[config.mk]
export PLATFORM = sky130hd
export DESIGN_NAME = sc_fifo_showahead_flat
export DESIGN_NICKNAME = d
export VERILOG_FILES = /design/src/rtl/sc_fifo_showahead_if.sv /design/src/rtl/sc_fifo_showahead.sv /design/src/flat_wrapper.sv
export SDC_FILE = /design/constraint.sdc
export NUM_CORES = 1
export LEC_CHECK = 0
export CORE_UTILIZATION = 40
export DETAILED_ROUTE_END_ITERATION = 10
export PLACE_DENSITY_LB_ADDON = 0.25
export SYNTH_ARGS = -nofsm -noshare
export SYNTH_HDL_FRONTEND = slang
export SYNTH_SLANG_ARGS = --single-unit
[constraint.sdc]
create_clock -name clk -period 3.29 [get_ports clk]
set_clock_uncertainty 0.2 [all_clocks]
set_input_delay 0.329 -clock clk [delete_from_list [all_inputs] [get_ports clk]]
set_output_delay 0.329 -clock clk [all_outputs]
set_load 0.03 [all_outputs]
[src/rtl/sc_fifo_showahead_if.sv]
// Handshake bundle between a FIFO producer/consumer and sc_fifo_showahead.
// The master side drives requests and data; the slave side (the FIFO) returns head data and status.
interface sc_fifo_showahead_if #(
  parameter int WIDTH = 64,
  parameter int SIZE  = 4
);
  logic                   sclr;
  logic                   wrreq;
  logic [WIDTH-1:0]       data;
  logic                   rdreq;
  logic [WIDTH-1:0]       q;
  logic                   empty;
  logic                   full;
  logic                   almost_empty;
  logic                   almost_full;
  logic [$clog2(SIZE):0]  usedw;

  modport master (
    output sclr, wrreq, data, rdreq,
    input  q, empty, full, almost_empty, almost_full, usedw
  );

  modport slave (
    input  sclr, wrreq, data, rdreq,
    output q, empty, full, almost_empty, almost_full, usedw
  );
endinterface

[src/rtl/sc_fifo_showahead.sv]
// Single-clock show-ahead FIFO: the head entry is always presented on q with no read latency.
// Flags and usedw are decoded from the registered entry count.
module sc_fifo_showahead #(
  parameter int WIDTH              = 64,
  parameter int SIZE               = 4,
  parameter int ALMOST_FULL_VALUE  = 4,
  parameter int ALMOST_EMPTY_VALUE = 2
) (
  input  logic                    clk,
  input  logic                    reset,
  sc_fifo_showahead_if.slave      bus
);
  localparam int AW = $clog2(SIZE);
  localparam int CW = AW + 1;

  logic [WIDTH-1:0] mem [SIZE];
  logic [AW-1:0]    head_reg, head_next;
  logic [AW-1:0]    tail_reg, tail_next;
  logic [CW-1:0]    count_reg, count_next;
  logic             wr_en;
  logic             rd_en;

  // Requests against a full/empty FIFO are dropped regardless of the opposite request.
  assign wr_en = bus.wrreq & ~bus.full  & ~bus.sclr;
  assign rd_en = bus.rdreq & ~bus.empty & ~bus.sclr;

  always_comb begin
    head_next  = head_reg;
    tail_next  = tail_reg;
    count_next = count_reg;
    if (bus.sclr) begin
      head_next  = '0;
      tail_next  = '0;
      count_next = '0;
    end else begin
      if (wr_en) tail_next = tail_reg + AW'(1);
      if (rd_en) head_next = head_reg + AW'(1);
      if (wr_en && !rd_en)
        count_next = count_reg + CW'(1);
      else if (rd_en && !wr_en)
        count_next = count_reg - CW'(1);
    end
  end

  always_ff @(posedge clk or negedge reset) begin
    if (!reset) begin
      head_reg  <= '0;
      tail_reg  <= '0;
      count_reg <= '0;
    end else begin
      head_reg  <= head_next;
      tail_reg  <= tail_next;
      count_reg <= count_next;
    end
  end

  // Storage has no reset; stale contents are masked by the empty flag.
  always_ff @(posedge clk) begin
    if (wr_en) mem[tail_reg] <= bus.data;
  end

  assign bus.q            = mem[head_reg];
  assign bus.usedw        = count_reg;
  assign bus.empty        = (count_reg == '0);
  assign bus.full         = (count_reg == CW'(SIZE));
  assign bus.almost_empty = (count_reg <  CW'(ALMOST_EMPTY_VALUE));
  assign bus.almost_full  = (count_reg >= CW'(ALMOST_FULL_VALUE));
endmodule

[src/flat_wrapper.sv]
// flat-port wrapper written by rule: the top's interface ports become plain ports
module sc_fifo_showahead_flat 
#(
  parameter int WIDTH              = 64,
  parameter int SIZE               = 4,
  parameter int ALMOST_FULL_VALUE  = 4,
  parameter int ALMOST_EMPTY_VALUE = 2
)
  (clk, reset, bus_sclr, bus_wrreq, bus_data, bus_rdreq, bus_q, bus_empty, bus_full, bus_almost_empty, bus_almost_full, bus_usedw);
  sc_fifo_showahead_if #(.WIDTH(WIDTH), .SIZE(SIZE)) bus_i ();
  input  logic clk;
  input  logic reset;
  input wire logic [$bits(bus_i.sclr)-1:0] bus_sclr;
  input wire logic [$bits(bus_i.wrreq)-1:0] bus_wrreq;
  input wire logic [$bits(bus_i.data)-1:0] bus_data;
  input wire logic [$bits(bus_i.rdreq)-1:0] bus_rdreq;
  output wire logic [$bits(bus_i.q)-1:0] bus_q;
  output wire logic [$bits(bus_i.empty)-1:0] bus_empty;
  output wire logic [$bits(bus_i.full)-1:0] bus_full;
  output wire logic [$bits(bus_i.almost_empty)-1:0] bus_almost_empty;
  output wire logic [$bits(bus_i.almost_full)-1:0] bus_almost_full;
  output wire logic [$bits(bus_i.usedw)-1:0] bus_usedw;
  assign bus_i.sclr = bus_sclr;
  assign bus_i.wrreq = bus_wrreq;
  assign bus_i.data = bus_data;
  assign bus_i.rdreq = bus_rdreq;
  assign bus_q = bus_i.q;
  assign bus_empty = bus_i.empty;
  assign bus_full = bus_i.full;
  assign bus_almost_empty = bus_i.almost_empty;
  assign bus_almost_full = bus_i.almost_full;
  assign bus_usedw = bus_i.usedw;
  sc_fifo_showahead #(.WIDTH(WIDTH), .SIZE(SIZE), .ALMOST_FULL_VALUE(ALMOST_FULL_VALUE), .ALMOST_EMPTY_VALUE(ALMOST_EMPTY_VALUE)) u_core (.clk(clk), .reset(reset), .bus(bus_i));
endmodule
== Word level (Yosys, flattened, before mapping) ==
Memories as Yosys holds them, arrays and structs flattened.
Index checks and enable logic that the tools add are counted.

* Register bits: 7
* Bits in writable memories: 256
* Input port bits: 69
* Output and inout port bits: 71
* Logic and storage cells: 35
* Memories kept: 1

* Add/subtract/negate cells: 4
* Order comparisons: 2
* Equal/unequal tests: 1
* Mux-type cells: 9
* Bitwise logic cells: 7
* Reduce and logical (&&, ||, !) cells: 8

{| class="wikitable"
|+ Memories
! name !! words !! width !! read ports !! clocked after memory_dff !! wr ports !! RTL line !! RTL
|-
| u_core.mem || 4 || 64 || 1 || 0 || 1 || sc_fifo_showahead.sv:16 || <nowiki>logic [WIDTH-1:0] mem [SIZE];</nowiki>
|}

{| class="wikitable"
|+ Operators by type and width
! operator !! count
|-
| 3-bit 2-to-1 mux || 3
|-
| 2-bit 2-to-1 mux || 4
|-
| 2-bit by 1-bit adder with 2-bit output (second input constant) || 2
|-
| 1-bit bitwise AND || 4
|-
| 2-bit nonzero test || 2
|-
| 3-bit by 1-bit adder with 3-bit output (second input constant) || 1
|-
| 3-bit == test (second input constant) || 1
|-
| 3-bit >= comparator (second input constant) || 1
|-
| 3-bit zero test || 1
|-
| 3-bit by 2-bit < comparator with 1-bit output (second input constant) || 1
|-
| 1-bit inverter || 3
|-
| 3-bit nonzero test || 1
|-
| 3-bit by 1-bit subtractor with 3-bit output (second input constant) || 1
|-
| 1-bit logical AND || 2
|-
| 1-bit zero test || 2
|-
| 1-bit 2-to-1 mux || 2
|}

== Logic depth before layout (Yosys ltp) ==
* Depth after elaboration: 9
* Mapped depth: 10
* Depth with buffers taken out: 8

== Worst setup path before layout ==
Ideal clock, no wire load.

* Path type: register -> register
* Start: register u_core.count_reg[2] (netlist: u_core.bus.usedw[2])
* End: memory u_core.mem[0][0] (enable)
* Setup time: 0.429 ns
* Arrival: 2.500 ns
* Data required time: 2.661 ns
* Path slack: 0.161 ns
* Cell stages (with the launch flop): 5
* Path buffers: 2
* Period minus slack after synthesis: 3.129 ns
* Cells stage by stage: dfrtp_1 buf_6 or3b_1 buf_6 and3_1

* Word-level cells in the longest chain between the ends: 6

{| class="wikitable"
|+ Ends and longest elaborated chain
! element !! RTL line !! RTL
|-
| from (decl) || sc_fifo_showahead.sv:19 || <nowiki>logic [CW-1:0] count_reg, count_next;</nowiki>
|-
| from (signal assigned) || sc_fifo_showahead.sv:53 || <nowiki>count_reg <= count_next;</nowiki>
|-
| 3-bit == test || sc_fifo_showahead.sv:65 || <nowiki>assign bus.full = (count_reg == CW'(SIZE));</nowiki>
|-
| 1-bit inverter || sc_fifo_showahead.sv:24 || <nowiki>assign wr_en = bus.wrreq & ~bus.full & ~bus.sclr;</nowiki>
|-
| 1-bit bitwise AND (2 in a row) || sc_fifo_showahead.sv:24 ||
|-
| 1-bit 2-to-1 mux || sc_fifo_showahead.sv:59 || <nowiki>if (wr_en) mem[tail_reg] <= bus.data;</nowiki>
|-
| 1-bit 2-to-1 mux (implied by the code) || sc_fifo_showahead.sv:59 ||
|-
| to (decl) || sc_fifo_showahead.sv:16 ||
|}

Every way passes these cells.

== Final worst setup path ==
* Start: register u_core.head_reg[0]
* End: output port bus_q[36]

* Word-level cells in the longest chain between the ends: 1

{| class="wikitable"
|+ Ends and longest elaborated chain
! element !! RTL line !! RTL
|-
| from (decl) || sc_fifo_showahead.sv:17 || <nowiki>logic [AW-1:0] head_reg, head_next;</nowiki>
|-
| from (signal assigned) || sc_fifo_showahead.sv:51 || <nowiki>head_reg <= head_next;</nowiki>
|-
| memory read 4 x 64 bit || - ||
|-
| to (decl) || flat_wrapper.sv:17 || <nowiki>output wire logic [$bits(bus_i.q)-1:0] bus_q;</nowiki>
|}

Every way passes these cells.

==> impl_metrics.py <==
metrics = {
    "run_status": {
        "status": "complete, no violations",
    },
    "sta": {
        "fmax_mhz": 327,
        "setup_viol": 0,
        "hold_violations": 0,
        "drv_slew": 0,
        "min_period_ps": 3050,
        "hold_ws_ps": 240,
        "tightest_slew_ps": 508,
        "max_slew_margin_pct": 66.2,
        "fin_tns_setup_ps": 0,
        "worst_slack_ps": 235,
        "rsz0062_at_grt": "no",
        "min_period_over_period_pct": 92.8,
    },
    "layout": {
        "final_common_cell": "edfxtp_1",
        "nets": 629,
        "layout_common_cells": "edfxtp_1, clkdlybuf4s50_1, mux4_2",
        "regMostFlops": "u_core.mem",
        "largest_reg_flops": 256,
        "drive_above_1_share_pct": 21.2,
        "syn_to_final_growth_pct": 28.8,
        "antenna_cells": 0,
        "final_area_mm2": 0.0125,
    },
    "pwr": {
        "p_total_mw": 9.91,
        "power_density_mw_per_mm2": 790,
        "vdd_drop_max_mv": 0.584,
        "p_leak_nw": 3.97,
    },
    "clocking": {
        "post-cts-setup-buffer-count": 0,
        "htreeDepth": 1,
        "clk_latency_ps": 510,
        "clock_path_buffers": 3,
        "clock-sinks": 263,
        "cts_tree": "done",
        "path_clk_slew_ps": 60,
        "numCtsBuffers": 28,
        "root_buffer": "clkbuf_16",
    },
    "synth": {
        "synthCells": 395,
        "syn_nets": 469,
        "ys.warnings.count": 0,
        "yosys_register_bits": 263,
        "avgSynthCellArea_um2": 24.7,
        "ys_seq_area_share_pct": 80.7,
        "netlist_area_mm2": 0.00975,
        "yosysUniqueCellTypes": 30,
    },
    "grt": {
        "antenna_found_initial": 0,
        "grt_max_degree": 65,
        "track_usage_pct": 14.1,
        "grt_pass1_wl_um": 26400,
        "grt_pass1_vias": 4877,
        "gr-total-overflow": 0,
    },
    "placement": {
        "place_hpwl_um": 9880,
        "place.gp.congestion": 0.749,
        "pre_cts_ws_ps": 339,
        "portBuffers": 139,
        "placed_area_mm2": 0.0116,
    },
    "setup_path": {
        "crit_chain": "buf_12, mux4_2, clkdlybuf4s50_1",
        "cp_slowest_stage_delay_ps": 620,
        "endpoint_kind": "output pin",
        "crit_required_ps": 2760,
        "crit_type": "flip-flop to output pin",
        "slowest_stage": "clkdlybuf4s50_1",
        "start_kind": "flip-flop",
        "critPathArrivalTime_ps": 2530,
        "cp_max_fo": 51,
    },
    "die": {
        "start_util_pct": 41.2,
        "die-height_um": 158,
        "rows": 56,
        "core-area_mm2": 0.0237,
        "dieArea_mm2": 0.0250,
        "pin_count": 140,
        "die_w_um": 158,
    },
    "detailed_routing": {
        "drt_pass1_iterations": 4,
        "drtIter0Drc": 247,
        "avgRoutedWirePerCell_um": 19.3,
        "vias": 4450,
        "totalWireLength_um": 17300,
        "viasPerCell": 4.97,
        "drc": 0,
        "detail-route-antenna-nets": 0,
    },
    "flow_run": {
        "maxCapViolations": 0,
    },
    "min_path": {
        "hold_class": "primary input to flip-flop",
    },
}
## synthesized netlist by cell type
cell,count,area (um2)
xnor2_1,2,17.5
mux2i_1,1,10.0
a21oi_1,1,5.00
or3b_1,1,8.76
o21ai_0,3,15.0
a21boi_0,1,7.51
nor2b_1,1,6.26
inv_1,5,18.8
edfxtp_1,256,7690
fa_1,1,20.0
xor2_1,3,26.3
nand3_1,2,10.0
buf_6,2,22.5
or3_4,1,11.3
nor3_1,2,10.0
buf_2,6,30.0
a221oi_1,1,8.76
o21ai_2,1,8.76
and3_1,4,25.0
o31a_1,1,8.76
dfrtp_1,7,175
nand2_1,3,11.3
inv_4,1,6.26
nand2b_1,1,6.26
mux4_2,65,1460
buf_1,3,11.3
nor2_1,6,22.5
clkbuf_1,9,33.8
ha_1,4,50.1
a311oi_1,1,8.76
## power by group
part           internal (mW)  switching (mW)  leakage, nW
Combinational           1.31            1.49         1.11
Sequential              3.92           0.104         2.41
Clock                   1.92            1.16        0.447
Total                   7.16            2.76         3.97
## critical path, delay by kind of cell, from the launching register on
| kind | cells | cell delay [ps] |
|---|---|---|
| buffers and inverters | 2 | 980 |
| multiplexers | 1 | 600 |
| flip-flops | 1 | 420 |
## path summary, 6_finish.rpt
path                                            end                start  cells past startpoint  slack, ps
worst min-delay path              u_core.mem[0][16]         bus_data[16]                      1        240
worst min register to register   u_core.tail_reg[1]   u_core.tail_reg[1]                      2        390
worst max register to register  u_core.bus.usedw[1]  u_core.bus.usedw[2]                      8        470
worst max-delay path                      bus_q[36]   u_core.head_reg[0]                      3        240
max in group asynchronous        u_core.head_reg[0]                reset                      2       2160
min in group asynchronous       u_core.bus.usedw[2]                reset                      2        430
## per-layer routing
layer | vias up | track usage (%) | share of wire, %
met5 | - | 0 | 0
li1 | 1994 | - | -
met1 | 2322 | 17.4 | 40
met3 | 32 | 2.60 | 4.8
met4 | 0 | 4.95 | 2.5
met2 | 102 | 24.8 | 52
## kinds of logic (layout without fill, tap and decap cells)
group | count (synthesis) | count (layout) | synth area share [%]
DFF | 263 | 263 | 80.7
muxes | 66 | 66 | 15.1
buffers and inverters | 26 | 207 | 1.26
and+or+nand+nor | 21 | 21 | 1.14
AOI/OAI and AO/OA | 9 | 9 | 0.642
adders and majority gates | 5 | 5 | 0.719
xor gates and xnor gates | 5 | 5 | 0.449
## layout make-up
class	instances	area, um2
multi-input combinational	106	1780
timing repair buffer	150	1550
clock buffer	38	759
fill	1888	11100
tap	319	399
inverter	6	25.0
sequential	263	7870
clock inverter	13	163
## per-stage QoR
step | std cells | utilization [%]
6_report | 895 | 53.0
5_1_grt | 895 | 53.0
4_1_cts | 895 | 53.0
3_5_place_dp | 843 | 49.1
3_3_place_gp | 843 | 49.1
2_1_floorplan | 395 | -
## what timing repair did
action	CTS	global route
hold endpoints to repair	7	0
hold buffers	1	0
endpoints found under the setup margin	0	0
resized for setup	0	0
Power figures use the tool's default switching activity.
